==> src/rtl/tb_run_ctrl_stall_detector.sv <==
// Watches the fetch PC during a run and flags a stall when the PC has been
// repeated STALL_LIMIT consecutive cycles. The first enabled cycle after a
// clear only records the PC, so it never counts as a repeat.
module stall_detector #(
    parameter int AWIDTH      = 32,
    parameter int STALL_LIMIT = 16
) (
    input  logic              clk,
    input  logic              rst_n,
    input  logic              clr_i,
    input  logic              en_i,
    input  logic [AWIDTH-1:0] pc_i,
    output logic              stall_o
);

    localparam int            LW       = $clog2(STALL_LIMIT);
    localparam logic [LW-1:0] LEN_LAST = LW'(STALL_LIMIT - 1);
    localparam logic [LW-1:0] LEN_ONE  = LW'(1);

    logic [AWIDTH-1:0] prev_pc_q, prev_pc_d;
    logic              have_prev_q, have_prev_d;
    logic [LW-1:0]     run_len_q, run_len_d;
    logic              same_s;

    // A repeat needs a recorded previous PC to compare against.
    assign same_s  = have_prev_q && (pc_i == prev_pc_q);
    // run_len_q counts repeats already seen; this cycle's repeat is the last one.
    assign stall_o = en_i && same_s && (run_len_q == LEN_LAST);

    // Next-state of the previous-PC register and repeat counter.
    always_comb begin
        prev_pc_d   = prev_pc_q;
        have_prev_d = have_prev_q;
        run_len_d   = run_len_q;
        if (clr_i) begin
            prev_pc_d   = {AWIDTH{1'b0}};
            have_prev_d = 1'b0;
            run_len_d   = {LW{1'b0}};
        end else if (en_i) begin
            prev_pc_d   = pc_i;
            have_prev_d = 1'b1;
            if (same_s) begin
                if (run_len_q == LEN_LAST) begin
                    run_len_d = run_len_q;
                end else begin
                    run_len_d = run_len_q + LEN_ONE;
                end
            end else begin
                run_len_d = {LW{1'b0}};
            end
        end else begin
            run_len_d = run_len_q;
        end
    end

    // Stall-tracking state, cleared asynchronously by reset.
    always_ff @(posedge clk or negedge rst_n) begin
        if (!rst_n) begin
            prev_pc_q   <= {AWIDTH{1'b0}};
            have_prev_q <= 1'b0;
            run_len_q   <= {LW{1'b0}};
        end else begin
            prev_pc_q   <= prev_pc_d;
            have_prev_q <= have_prev_d;
            run_len_q   <= run_len_d;
        end
    end

endmodule

==> config.mk <==
export PLATFORM = sky130hd
export DESIGN_NAME = stall_detector
export DESIGN_NICKNAME = d
export VERILOG_FILES = /design/src/rtl/tb_run_ctrl_stall_detector.sv
export SDC_FILE = /design/constraint.sdc
export NUM_CORES = 1
export LEC_CHECK = 0
export CAP_MARGIN = 20
export CORE_AREA = 5 5 72 68
export DETAILED_ROUTE_END_ITERATION = 10
export DIE_AREA = 0 0 77 73
export PLACE_DENSITY = 0.75
export SETUP_SLACK_MARGIN = 0.02
export SYNTH_ARGS = -nofsm -noshare
export SYNTH_HDL_FRONTEND = slang
export SYNTH_SLANG_ARGS = --single-unit
==> constraint.sdc <==
create_clock -name clk -period 2 [get_ports clk]
set_input_delay 0.2 -clock clk [delete_from_list [all_inputs] [get_ports clk]]
set_output_delay 0.2 -clock clk [all_outputs]
set_load 0.005 [all_outputs]
==> flow_metrics.tcl <==
set metrics [dict create \
    first_global_vias 1489 \
    finalCritPeriodShare_pct 94.5 \
    power_frac_clock_pct 38.2 \
    io_pins 37 \
    irDropWorstVdd_mv 0.499 \
    drc 0 \
    cts_tree "done" \
    worst_pin_slew_ps 463 \
    yosysWarnings 0 \
    layout.cells.non_filler 284 \
    drt-total-wl_um 4000 \
    grt_max_degree 26 \
    grt_usage_pct 15.2 \
    cts.sink_count 37 \
    fmax_mhz 529 \
    syn-cell-area_um2 1950 \
    power.internal_mw 1.35 \
    grt-ovfl-total 0 \
    arrival_ps 1690 \
    h-tree-depth 2 \
    regArea_um2 926 \
    status "finished, final reports clean" \
    cts_buffer_depth 2 \
    syn_to_final_growth_pct 30.1 \
    mostFrequentLayoutCell "nor2_1" \
    nets 270 \
    final.setup_skew_ps 7.99 \
    dr.first_iter.drc_count 46 \
    p_sw_mw 0.418 \
    min_path_type "input pin to async pin" \
    period_needed_ps 1890 \
    avgSynthCellArea_um2 10.4 \
    rr_worst_depth 6 \
    synth_nets 224 \
    io_buffers 36 \
    yosysUniqueCellTypes 20 \
    rsz0062_at_grt "yes" \
    dp_cells 275 \
    vias 1466 \
    fp-row-count 23 \
    place_congestion 0.752 \
    place_ws_ps -355 \
    postRouteAntennaNets 0 \
    cp_data_required_time_ps 1800 \
    drv_slew 0 \
    crit_start "pc_i[20]" \
    grt_pass1_wl_um 6800 \
    cp-start-kind "input pin" \
    sequentialPowerShare_pct 46.0 \
    fill_cells 369 \
    post_drt_wl_per_cell_um 14.1 \
    antenna_cells 0 \
    p_leak_nw 1.14 \
    final_cell_mix "39 x nor2_1, 37 x dfrtp_1, 33 x clkdlybuf4s50_1, 32 x mux2i_1, 31 x xnor2_1" \
    clk_pin_slew_worst_paths_ps 80 \
    layout-drive-gt1-share_pct 10.7 \
    root_buffer "clkbuf_8" \
    r2r_slack_ps 400 \
    hold_violations 0 \
    p_sw_share_pct 23.7 \
    cts_buffers 5 \
    r2r_end "run_len_q[0]" \
    hold_ws_ps 376 \
    endpoint "stall_o" \
    post_synth_inst_count 187 \
    coreArea_um2 4170 \
    power_density_nw_per_um2 698 \
    synth_seq_cells 37 \
    viasPerCell 5.16 \
    initial_core_util_pct 46.6 \
    die-area_um2 5620 \
    clock_latency_ps 290 \
    setup_viol 0 \
    die_width_um 77 \
    comb_power_share_pct 15.8 \
    first_pass_iters 4 \
    post-dp-hpwl_um 3000 \
    antenna_found_initial 0 \
    ys_seq_area_share_pct 47.6 \
    crit_fanout 2 \
    r2r-start "prev_pc_q[7]" \
    worstSetupPathType "input pin to output pin" \
    relSlewSlack_pct 69.0 \
    multi_input_area_um2 988 \
    cap_violations 0 \
    layout_setup_ws_ps 111 \
    die_h_um 73 \
    end_kind "output pin" \
]
==> worst max-delay path, cell delays in order <==
cell and delay (ps):
clkdlybuf4s50_1 530, xnor2_2 130, nand4_1 180, nor4_4 300, nand3_1 120, nor3_2 110
buf_2 130
==> flip-flops by register name, summed over array words and instances (netlist names) <==
name	flops
prev_pc_q	32
run_len_q	4
have_prev_q	1
==> logic make-up (layout without fill, tap and decap cells) <==
| kind of cell | after synthesis | count (layout) | share of synthesized area [%] |
|---|---|---|---|
| and+or+nand+nor | 67 | 67 | 16.6 |
| DFF | 37 | 37 | 47.6 |
| xor gates and xnor gates | 32 | 32 | 14.4 |
| muxes | 32 | 32 | 16.5 |
| AOI/OAI and AO/OA | 9 | 9 | 2.31 |
| buffers and inverters | 9 | 56 | 1.99 |
| adders and majority gates | 1 | 1 | 0.643 |
==> what timing repair did <==
item / in CTS / in global routing
setup buffers: 0 / 0
pin swaps: 6 / 3
endpoints found under the hold margin: 16 / 0
cloned: 0 / 0
hold buffers: 1 / 0
endpoints found under the setup margin: 1 / 1
gates resized for setup: 4 / 1
==> metal layers <==
layer | share of wire (%) | up-vias | wire length, um | GRT usage (%)
met3 | 4.6 | 10 | 184 | 3.46
met2 | 51 | 35 | 2050 | 25.6
met1 | 42 | 703 | 1670 | 18.7
li1 | - | 718 | - | -
met5 | 0 | - | 0 | 0
met4 | 2.4 | 0 | 95 | 7.06
==> cell usage after synthesis <==
library cell,instances,area (um2)
nand3b_1,1,7.51
clkbuf_1,4,15.0
nor3_2,1,10.0
ha_1,1,12.5
a21oi_1,3,15.0
buf_2,4,20.0
inv_1,1,3.75
mux2i_1,32,320
nor4_4,1,21.3
nand2_1,9,33.8
nand4b_2,1,15.0
xnor2_1,32,280
nand3_1,3,15.0
dfrtp_1,37,926
nor3_1,1,5.00
nor2_1,39,146
o21ai_0,3,15.0
and3_1,2,12.5
nand4_1,9,56.3
o21ai_1,3,15.0
==> cell type report <==
class,instances,share of cell area [%]
clock inverter,2,1.48
sequential,37,36.6
multi-input combinational,141,39.1
tap,50,2.47
inverter,1,0.148
clock buffer,6,3.26
timing repair buffer,47,17.0
==> worst min path at each step <==
stage                               end  slack [ps]  depth (start not counted)
final                      prev_pc_q[0]         380                          2
after global routing       prev_pc_q[6]         430                          2
after CTS                 prev_pc_q[10]         370                          2
after detailed placement   prev_pc_q[0]         150                          1
after global placement    prev_pc_q[13]         150                          1
after floorplan             have_prev_q        -100                          0
==> per-stage QoR <==
stage / setup TNS [ps] / power (mW) / cell area (um2) / utilization, %
after floorplan: 0 / 0.972 / 1950 / -
after global routing: -16.2 / 1.85 / 2530 / 60.7
final: 0 / 1.77 / 2530 / 60.7
after global placement: -337 / 1.10 / 2400 / 57.5
after detailed placement: -355 / 1.11 / 2400 / 57.5
after CTS: 0 / 1.79 / 2520 / 60.5
==> power groups by stage <==
stage	sequential, mW	combinational [mW]	clock, mW
2_1_floorplan	0.821	0.151	0
3_3_place_gp	0.824	0.277	0
3_5_place_dp	0.826	0.280	0
4_1_cts	0.811	0.283	0.699
5_1_grt	0.816	0.308	0.721
6_report	0.812	0.280	0.675
No activity file was read; power rests on OpenSTA's default activity.
